File: config.mk
export PLATFORM = sky130hd
export DESIGN_NAME = mem_access_unit
export DESIGN_NICKNAME = d
export VERILOG_FILES = /design/src/rtl/mem_access_unit.sv
export SDC_FILE = /design/constraint.sdc
export NUM_CORES = 1
export LEC_CHECK = 0
export CORE_ASPECT_RATIO = 1.25
export CORE_MARGIN = 2
export CORE_UTILIZATION = 41
export DETAILED_ROUTE_END_ITERATION = 8
export HOLD_SLACK_MARGIN = 0.12
export PLACE_DENSITY_LB_ADDON = 0.3
export SLEW_MARGIN = 20
export SYNTH_ARGS = -nofsm -noshare
export SYNTH_HDL_FRONTEND = slang
export SYNTH_SLANG_ARGS = --single-unit
File: constraint.sdc
create_clock -name clk -period 1.9 [get_ports clk]
set_clock_uncertainty 0.15 [all_clocks]
set_input_delay 0.19 -clock clk [delete_from_list [all_inputs] [get_ports clk]]
set_output_delay 0.19 -clock clk [all_outputs]
set_load 0.05 [all_outputs]
File: src/rtl/mem_access_unit.sv
// Load/store unit between the EX stage and a simple req/ack memory bus.
// Handles alignment checks, lane enables, store replication, load extension and ack timeout.
module mem_access_unit #(
  parameter int MAX_WAIT = 255
) (
  input  logic        clk,
  input  logic        rstn,
  input  logic        start,
  input  logic [2:0]  mem_op,
  input  logic [31:0] addr,
  input  logic [31:0] wdata,
  output logic        busy,
  output logic        done,
  output logic [31:0] rdata,
  output logic        misalign,
  output logic        bus_err,
  output logic        bus_req,
  output logic        bus_we,
  output logic [31:0] bus_addr,
  output logic [3:0]  bus_be,
  output logic [31:0] bus_wdata,
  input  logic        bus_ack,
  input  logic [31:0] bus_rdata,
  output logic [1:0]  state_dbg
);

  // Handshake: bus_req is held high for the whole REQ state with address,
  // direction, lanes and write data stable; the access completes on the first
  // rising edge where bus_req && bus_ack, and bus_ack is ignored otherwise.

  localparam logic [2:0] OP_LW  = 3'd0;
  localparam logic [2:0] OP_LH  = 3'd1;
  localparam logic [2:0] OP_LHU = 3'd2;
  localparam logic [2:0] OP_LB  = 3'd3;
  localparam logic [2:0] OP_LBU = 3'd4;
  localparam logic [2:0] OP_SW  = 3'd5;
  localparam logic [2:0] OP_SH  = 3'd6;
  localparam logic [2:0] OP_SB  = 3'd7;

  localparam logic [7:0] WAIT_LAST = 8'(MAX_WAIT - 1);

  typedef enum logic [1:0] {
    S_IDLE = 2'd0,
    S_REQ  = 2'd1,
    S_DONE = 2'd2
  } state_t;

  state_t      state_q, state_d;
  logic [2:0]  op_q;
  logic [1:0]  addr_lo_q;
  logic [7:0]  wait_cnt;

  logic        accept;
  logic        ack_hit;
  logic        timeout;
  logic        is_word;
  logic        is_half;
  logic        is_store;
  logic        mis_now;
  logic [3:0]  be_now;
  logic [31:0] wd_now;
  logic [31:0] load_val;

  assign busy      = (state_q != S_IDLE);
  assign done      = (state_q == S_DONE);
  assign state_dbg = state_q;

  // Request decode on the incoming operation, used only when a start is accepted.
  always_comb begin
    is_word  = (mem_op == OP_LW) || (mem_op == OP_SW);
    is_half  = (mem_op == OP_LH) || (mem_op == OP_LHU) || (mem_op == OP_SH);
    is_store = (mem_op == OP_SW) || (mem_op == OP_SH) || (mem_op == OP_SB);
    mis_now  = (is_word && (addr[1:0] != 2'b00)) || (is_half && addr[0]);
    if (is_word) begin
      be_now = 4'b1111;
      wd_now = wdata;
    end else if (is_half) begin
      be_now = addr[1] ? 4'b1100 : 4'b0011;
      wd_now = {2{wdata[15:0]}};
    end else begin
      be_now = 4'b0001 << addr[1:0];
      wd_now = {4{wdata[7:0]}};
    end
  end

  // Load extraction uses the latched op/offset so late EX-stage changes cannot leak in.
  always_comb begin
    logic [15:0] half_sel;
    logic [7:0]  byte_sel;
    half_sel = addr_lo_q[1] ? bus_rdata[31:16] : bus_rdata[15:0];
    case (addr_lo_q)
      2'd0:    byte_sel = bus_rdata[7:0];
      2'd1:    byte_sel = bus_rdata[15:8];
      2'd2:    byte_sel = bus_rdata[23:16];
      default: byte_sel = bus_rdata[31:24];
    endcase
    case (op_q)
      OP_LH:   load_val = {{16{half_sel[15]}}, half_sel};
      OP_LHU:  load_val = {16'h0000, half_sel};
      OP_LB:   load_val = {{24{byte_sel[7]}}, byte_sel};
      OP_LBU:  load_val = {24'h000000, byte_sel};
      default: load_val = bus_rdata;
    endcase
  end

  always_ff @(posedge clk or negedge rstn) begin
    if (!rstn) begin
      state_q <= S_IDLE;
    end else begin
      state_q <= state_d;
    end
  end

  always_comb begin
    state_d = state_q;
    accept  = 1'b0;
    ack_hit = 1'b0;
    timeout = 1'b0;
    case (state_q)
      S_IDLE: begin
        if (start) begin
          accept  = 1'b1;
          state_d = mis_now ? S_DONE : S_REQ;
        end
      end
      S_REQ: begin
        // An ack in the final wait cycle still completes normally.
        if (bus_req && bus_ack) begin
          ack_hit = 1'b1;
          state_d = S_DONE;
        end else if (wait_cnt == WAIT_LAST) begin
          timeout = 1'b1;
          state_d = S_DONE;
        end
      end
      S_DONE:  state_d = S_IDLE;
      default: state_d = S_IDLE;
    endcase
  end

  always_ff @(posedge clk or negedge rstn) begin
    if (!rstn) begin
      op_q      <= 3'd0;
      addr_lo_q <= 2'd0;
      wait_cnt  <= 8'd0;
      rdata     <= 32'd0;
      misalign  <= 1'b0;
      bus_err   <= 1'b0;
      bus_req   <= 1'b0;
      bus_we    <= 1'b0;
      bus_addr  <= 32'd0;
      bus_be    <= 4'd0;
      bus_wdata <= 32'd0;
    end else begin
      if (accept) begin
        op_q      <= mem_op;
        addr_lo_q <= addr[1:0];
        misalign  <= mis_now;
        bus_err   <= 1'b0;
        if (!mis_now) begin
          wait_cnt  <= 8'd0;
          bus_req   <= 1'b1;
          bus_we    <= is_store;
          bus_addr  <= {addr[31:2], 2'b00};
          bus_be    <= be_now;
          bus_wdata <= wd_now;
        end
      end else if (ack_hit) begin
        bus_req <= 1'b0;
        if (!bus_we) begin
          rdata <= load_val;
        end
      end else if (state_q == S_REQ) begin
        wait_cnt <= wait_cnt + 8'd1;
        if (timeout) begin
          bus_req <= 1'b0;
          bus_err <= 1'b1;
        end
      end
    end
  end

endmodule

==> After elaboration in Yosys (flattened, before gate mapping) <==
Cells that the tools add are included.
{ "op_classes": {"add_sub_neg": 1, "eq_ne": 18, "shift": 1, "n_mux": 33, "bitwise_logic": 3, "n_reduce_logical": 24} }
{ "ops": {"columns": ["operator", "count"], "rows": [
  ["32-bit one-hot mux with 4 select lines", 1],
  ["32-bit two-way mux", 2],
  ["8-bit two-way mux", 4],
  ["8-bit one-hot mux with 3 select lines", 1],
  ["1-bit two-way mux", 16],
  ["16-bit two-way mux", 1],
  ["3-bit == test, second input constant", 4],
  ["4-bit two-way mux", 3],
  ["3-bit AND reduction", 4],
  ["3-bit by 2-bit == test with 1-bit output, second input constant", 3],
  ["8-bit by 1-bit adder with 8-bit output, second input constant", 1],
  ["8-bit == test, second input constant", 1],
  ["2-bit two-way mux", 4],
  ["2-bit nonzero test", 4],
  ["3-bit by 1-bit == test with 1-bit output, second input constant", 2],
  ["1-bit logical OR", 6],
  ["2-bit inequality test, second input constant", 3],
  ["3-bit nonzero test", 2],
  ["2-bit by 1-bit == test with 1-bit output, second input constant", 2],
  ["2-bit == test, second input constant", 2],
  ["2-bit logical NOT", 2],
  ["2-bit one-hot mux with 2 select lines", 1],
  ["2-bit AND reduction", 2],
  ["1-bit by 2-bit left shift with 4-bit output, first input constant", 1],
  ["4 further kinds", 8]
]} }
{ "word_totals": {"register_bits": 117, "inputBits": 103, "out_inout_bits": 108, "word_cells": 92} }

==> Depth between registers and ports, before layout <==
Gate-level depths: netlist of run 1.
{ "depth": {"word_depth": 8, "depth_mapped": 8, "depth_no_buf": 7} }

==> Least setup slack after synthesis of run 1 <==
Ideal clock, no wire load.
{ "synth_timing": {"path_kind": "reg-to-reg", "start": "reg bus_req", "end": "reg rdata[25]", "setup_ns": 0.127, "arrival_time_ns": 1.901, "required_time_ns": 1.623, "setup_slack_ns": -0.278, "path_stages_with_launch": 6, "n_path_buf": 2, "synth_period_minus_slack_ns": 2.178, "path_cell_list": "dfrtp_1 -> nand2_1 -> or3_1 -> clkbuf_1 -> clkbuf_1 -> a221o_2"} }
{ "synth_via": {"elab_chain_len": 4} }
{ "synth_lines": {"columns": ["element", "line_no", "source"], "rows": [
  ["start: declaration", "17", "output logic bus_req,"],
  ["start signal: assignment", "149", "bus_req <= 1'b0;"],
  ["start signal: assignment", "162", "bus_req <= 1'b1;"],
  ["start signal: assignment", "169", "bus_req <= 1'b0;"],
  ["1-bit logical AND", "128", "if (bus_req && bus_ack) begin"],
  ["1-bit two-way mux", "128", null],
  ["1-bit two-way mux", "119", "case (state_q)"],
  ["3-bit AND reduction (no source line)", null, null],
  ["end signal: assignment", "171", "rdata <= load_val;"],
  ["end: declaration", "14", "output logic [31:0] rdata,"]
]} }
No other way between the ends.
A chain may end at the register's enable or synchronous reset.

==> Final worst setup path of run 1 <==
{ "layout_timing": {"start": "reg addr_lo_q[1]", "end": "reg rdata[26]"} }
{ "layout_via": {"elab_chain_len": 3, "word_cells_on_any_way": 6, "cone_classes": "eq/ne: 2; mux: 3; reduce/logical: 1"} }
{ "layout_lines": {"columns": ["element", "line_no", "source"], "rows": [
  ["start: declaration", "50", "logic [1:0] addr_lo_q;"],
  ["start signal: assignment", "157", "addr_lo_q <= addr[1:0];"],
  ["2-bit == test, or another cell as far along", "91", "case (addr_lo_q)"],
  ["8-bit one-hot mux with 3 select lines", "91", null],
  ["32-bit one-hot mux with 4 select lines (*)", "97", "case (op_q)"]
]} }
Every way passes the cells marked *; elsewhere a longest branch is shown, timed or not.

==> metrics, run 1 <==
wire per inst=18.5 µm; Buf/Inv on CP=2; IO Count=211; Reg2Reg Depth=6; number of diodes=0; Int Power=9.43 mW; Vias=5600; max-cap violations=0; number of enable flip-flop cells after synthesis=0; cell family with most CP delay=flip-flops; die area=15200 µm²; Syn Inst Count=551; #FFs+latches synth=117; final slew viol count=0; library cells used by synthesis=53; area occupied by multi-input gates=2730 µm²; clk slew on worst S/H paths=60 ps; CTS Root Cell=clkbuf_16; prevailing post-synth register cell=dfrtp_1; status=finished, violations left; global-route wire length before repair=28600 µm; hold_ws=176 ps; clock latency on the worst-skew pair=400 ps; final WL=18700 µm; reg2reg end=rdata[26]; CP Class=reg2reg; Worst path max stage delay=440 ps; Fmax=514 MHz; area post-placement=8520 µm²; core area=13800 µm²; Final Power=17.6 mW; Die X=111 µm; Initial Util=0.421; CP Data Arrival Time=2080 ps; CP Capture Type=flip-flop; Final Cycle Share=1.02; Critical-path top delay cell=dfrtp_2; hpwl dp=13300 µm; pre-CTS setup slack=-355 ps; CTS HTree Levels=4; largest net degree at the start of global routing=62; CP cell instances=buf_12, buf_4, mux2i_1, o21ai_2, and3_4, a221o_2; area leader, netlist=dfrtp_1; final setup margin=-47.2 ps; Comb pwr share=0.547; number of fill cells=1064; Area Growth Syn to Fin=60.2%; Rel. slew slack=0.653; Worst Max-Slew Pin Slew=519 ps; HP Class=in2async; Synth top area share=0.503; Port Buffers=208; Total Routing Usage GR=0.235; Syn Area/Cell=10.6 µm²; CTS tree=built; Worst IR Drop VDD=1290 µV; Leak Pwr=4.35 nW; CTS max path bufs=2; Post-Syn Area=5820 µm²; ys async rst share=1.00; Initial DRC Count=330; CTS Buf Count=17; layout cell share with drive strength beyond 1=0.285; Clk network pwr share=0.205; Final Cell Area=9320 µm²; vias in the first global route=5744; Tmin final=1950 ps; FF+latch area=2940 µm²; PwrDens=1890 nW/µm²; die height=137 µm; Net Sw Power=8.14 mW; CP max FO=8; Pre-Repair DR Iteration Count=5; Clock Sinks=117; nets@finish=930; Rows=48; initial antenna violation count=0; ranking of synthesized cells by area=dfrtp_1, mux2_2, nand2_1, nor2_1, mux4_1; Worst setup SP type=flip-flop; Reg2Reg Setup Slack=-50 ps; register share of total power=0.248; global placement routability congestion=0.933; sequential fraction of the synthesis area=0.503; drt drc=0; Final Hold Viols=0; Sw Ratio=0.463; antenna viol nets, final=0; vias per cell=5.53; RSZ-0062 raised after global routing=yes; final setup vio count=9; global route total overflow=0; failing checks=negative setup slack; CP required=2030 ps; FF-to-FF Start=addr_lo_q[1]; Synth Warn #=0
==> power groups by stage <==
stage                     combinational [mW]  sequential [mW]  clock (mW)
after floorplan                         2.72             7.87           0
after global placement                  9.54             4.34           0
after detailed placement                9.69             4.40           0
after CTS                               9.32             4.35        3.65
after global routing                    10.0             4.50        3.76
final                                   9.61             4.36        3.60
==> synthesized netlist by cell type (4+ instances only) <==
cell      instances
a221o_2           6
o22ai_1           9
o21ai_0          26
a22o_1            4
mux2i_1          11
a221o_1          10
nand2_1          77
dfrtp_1         117
clkbuf_1         20
inv_1            13
nand3_1           4
o221ai_1          7
o22a_1            7
mux2_2           47
buf_2            14
o31ai_1          18
nor3_1            5
xor2_1            4
a21oi_1          33
xnor2_1           6
a222oi_1          7
nor2_1           52
mux4_1            7
==> worst min-delay path, delay by kind of cell <==
| family | cells | cell delay, ps |
|---|---|---|
| buffers and inverters | 3 | 930 |
==> flip-flops by register name, indices dropped and copies added, names as in the netlist, 2 cells and up <==
name and count:
state_dbg 2, bus_be 4, bus_addr 30, bus_wdata 32, addr_lo_q 2, wait_cnt 8
rdata 32, op_q 3
==> cell usage in the layout (no fill, tap or decap), types with 18 or more instances in the layout <==
master | synthesis | final
buf_4 | 3 | 110
clkdlybuf4s50_1 | 0 | 101
nor2_1 | 52 | 50
dfrtp_1 | 117 | 111
mux2_2 | 47 | 47
clkbuf_16 | 0 | 18
dlygate4sd2_1 | 0 | 66
o21ai_0 | 26 | 22
a21oi_1 | 33 | 31
nand2_1 | 77 | 75
==> worst max-delay path by stage <==
stage                  startpoint            end  slack (ps)  cells after the start
finish               addr_lo_q[1]      rdata[26]         -50                      6
global route         addr_lo_q[0]      rdata[28]         -50                      5
CTS                  addr_lo_q[0]      rdata[27]         -20                      6
detailed placement      mem_op[0]  bus_wdata[30]        -350                      8
global placement    bus_rdata[23]      rdata[29]        -270                      7
floorplan            addr_lo_q[0]      rdata[16]        -110                      8
==> through the flow <==
step / util / TNS (ps) / instances
2_1_floorplan: - / -1440 / 552
3_3_place_gp: 0.617 / -20670 / 966
3_5_place_dp: 0.617 / -27250 / 966
4_1_cts: 0.662 / -96.9 / 1002
5_1_grt: 0.675 / -341 / 1013
6_report: 0.675 / -272 / 1013
==> routing by layer <==
| layer | track usage | routed length (µm) | vias to the layer above | share of wire |
|---|---|---|---|---|
| met3 | 0.0766 | 1540 | 45 | 0.082 |
| met2 | 0.430 | 9720 | 289 | 0.52 |
| met1 | 0.254 | 6950 | 2713 | 0.37 |
| met4 | 0.0917 | 514 | 0 | 0.027 |
| met5 | 0 | 0 | - | 0 |
| li1 | - | - | 2553 | - |
==> cells by family after synthesis <==
kind of cell               count (synthesis)  synth area share
muxes                                     66             0.145
DFF                                      117             0.503
xor gates and xnor gates                  10            0.0151
adders and majority gates                  3           0.00602
other                                      1          0.000645
and+or+nand+nor                          156             0.112
buffers and inverters                     57            0.0475
AOI/OAI and AO/OA                        141             0.170
==> layout make-up <==
type / count / share of cell area
timing repair buffer: 296 / 0.292
sequential: 117 / 0.315
clock buffer: 20 / 0.0501
inverter: 14 / 0.00564
tap: 175 / 0.0235
multi-input combinational: 379 / 0.293
clock inverter: 12 / 0.0215
==> what timing repair did <==
item,in CTS,in global routing
hold buffers,1,0
resized for setup,69,32
setup endpoints to repair,79,75
pin swaps,2,11
hold endpoints to repair,117,0
buffers inserted,3,9
cloned,0,3
Power figures use the tool's default switching activity.
==> run 2: changes to the inputs <==
MAX_ROUTING_LAYER = met4   (was default)
==> run 2 against run 1 <==
Net effect:
- the flow still finishes with violations (negative setup slack)
- combinational power is 1% higher
- die area unchanged
- sequential cell count unchanged
- register-to-register slack improved by 20 ps
- clock-buffer cell count fell by 2
- clock power down 12%
- via count up 0.54%
- critical endpoint is now rdata[29]
- largest cell class unchanged
- largest power group unchanged
- highest routed layer unchanged
==> metrics, run 2 (synthesis results as in run 1) <==
CTS tree=built; final WL=19200 µm (+2.5%); global-route wire length before repair=29400 µm (+2.7%); RSZ-0062 raised after global routing=yes; Worst setup SP type=flip-flop; hold_ws=188 ps (+12.4 ps); clock latency on the worst-skew pair=410 ps (about the same); failing checks=negative setup slack; HP Class=in2async; CTS max path bufs=2 (unchanged); DR top layer=met4; Comb pwr share=0.563 (+0.016); CP Capture Type=flip-flop; largest registers=bus_wdata: 32 flops, rdata: 32 flops, bus_addr: 30 flops; hpwl dp=13600 µm (+1.7%); CP cell instances=mux4_2, nand2_2, o21ai_2, and3_4, a221o_2; die height=137 µm (unchanged); vias per cell=5.56 (+0.64%); Clk network pwr share=0.185 (-0.020); Final Cycle Share=1.02 (-0.00917); Clock Sinks=117 (unchanged); wire per inst=19.0 µm (+2.6%); max-cap violations=0 (unchanged); Initial DRC Count=345 (+4.5%); register share of total power=0.253 (+0.005); Cell Count Post-Placement=966 (unchanged); Worst Max-Slew Pin Slew=545 ps (+25.7 ps); core area=13800 µm² (unchanged); Fmax=518 MHz (+0.90%); Die X=111 µm (unchanged); Tmin final=1930 ps (-17.4 ps); Net Sw Power=8.23 mW (+1.1%); status=finished, violations left; Sw Ratio=0.477 (+0.0135); CP Data Arrival Time=2060 ps (-20 ps); IO Count=211 (unchanged); Final Hold Viols=0 (unchanged); CTS Buf Count=17 (unchanged); Rel. slew slack=0.638 (-0.0142); Final Cell Area=9370 µm² (+0.55%); detailed route wirelength on metal2=10000 µm (+3.2%); area post-placement=8510 µm² (-0.15%); die area=15200 µm² (unchanged); final slew viol count=0 (unchanged); Post-Route M1 WL=7200 µm (+3.6%); cell family with most CP delay=multiplexers; global placement routability congestion=0.916 (-1.8%); Buf/Inv on CP=0 (-2); number of diodes=0 (unchanged); CTS HTree Levels=4 (unchanged); Worst IR Drop VDD=1020 µV (-21%); initial antenna violation count=0 (unchanged); antenna viol nets, final=0 (unchanged); CP required=2030 ps (about the same); largest net degree at the start of global routing=57 (-8.1%); vias in the first global route=5728 (-0.28%); nets@finish=929 (-0.11%); setup TNS=-140 ps (+132 ps); final non-filler cell total=1012 (-0.099%); Pre-Repair DR Iteration Count=6 (+1); CTS Root Cell=clkbuf_16; drt drc=0 (unchanged); pre-CTS setup slack=-315 ps (+39.8 ps); final setup vio count=7 (-2); PwrDens=1840 nW/µm² (-2.4%); Leak Pwr=4.34 nW (-0.28%); Total Routing Usage GR=0.252 (+0.0168); commonest non-fill, non-tap cells in the layout=dfrtp_1, clkdlybuf4s50_1, buf_4; Port Buffers=208 (unchanged); Critical-path top delay cell=mux4_2; Int Power=9.03 mW (-4.3%); commonest non-fill, non-tap cell in the layout=dfrtp_1; final setup margin=-29.8 ps (+17.4 ps); Rows=48 (unchanged); clk slew on worst S/H paths=60 ps (about the same); Worst path max stage delay=550 ps (+110 ps); layout cell share with drive strength beyond 1=0.287 (+0.00154); Vias=5630 (+0.54%); met3 routed WL=1430 µm (-6.7%); Area Growth Syn to Fin=61.1%; Initial Util=0.421 (unchanged); CP max FO=16 (+8); CP Class=reg2reg; global route total overflow=0 (unchanged)
-- run 2: cell types whose count changed in the layout (fill, tap and decap cells not counted), sizes merged, moves of 2 or more --
cell          change
buf               -5
bufinv            -3
dlygate4sd2       +4
dlygate4sd3       +2
dlymetal6s2s      -3
inv               +3
-- run 2: area by class of cell --
cell class / instances / area (µm²)
clock inverter: 14 / 153
clock buffer: 18 / 439
multi-input combinational: 378 / 2770
fill: 1057 / 4440
timing repair buffer: 296 / 2800
inverter: 14 / 52.6
sequential: 117 / 2940
tap: 175 / 219
-- run 2: repair_timing --
item                       4_1_cts  5_1_grt
setup endpoints to repair       97       91
hold buffers                     2        1
setup buffers                    1        6
hold endpoints to repair       117        1
gates resized for setup         78       36
pin swaps                        2        9
gates cloned                     1        4
-- run 2: power by group through the flow --
| stage | registers, mW | logic, mW | clock network (mW) |
|---|---|---|---|
| after floorplan | 7.87 | 2.72 | 0 |
| after global placement | 4.34 | 9.55 | 0 |
| after detailed placement | 4.39 | 9.72 | 0 |
| after CTS | 4.35 | 9.37 | 3.22 |
| after global routing | 4.52 | 10.2 | 3.34 |
| final | 4.36 | 9.71 | 3.18 |
-- run 2: worst paths after layout --
kind	start	endpoint	slack, ps	depth (start not counted)
max in group asynchronous	rstn	rdata[6]	650	3
min reg2reg	bus_wdata[28]	bus_wdata[28]	330	2
max reg2reg	addr_lo_q[0]	rdata[29]	-30	5
max	addr_lo_q[0]	rdata[29]	-30	5
min in group clk	wdata[26]	bus_wdata[26]	230	3
min	rstn	rdata[24]	190	3
-- run 2: per-stage QoR --
step,power (mW),utilization
6_report,17.3,0.678
5_1_grt,18.0,0.678
4_1_cts,16.9,0.658
3_5_place_dp,14.1,0.616
3_3_place_gp,13.9,0.616
2_1_floorplan,10.6,-
-- run 2: tightest hold or removal path: stages --
cell	delay, ps
dlygate4sd3_1	520
buf_4	150
buf_12	270
-- run 2: layer usage --
layer,up-vias,global-route usage
met3,49,0.0717
met4,0,0.104
met2,287,0.444
met1,2748,0.270
li1,2546,-
met5,-,-
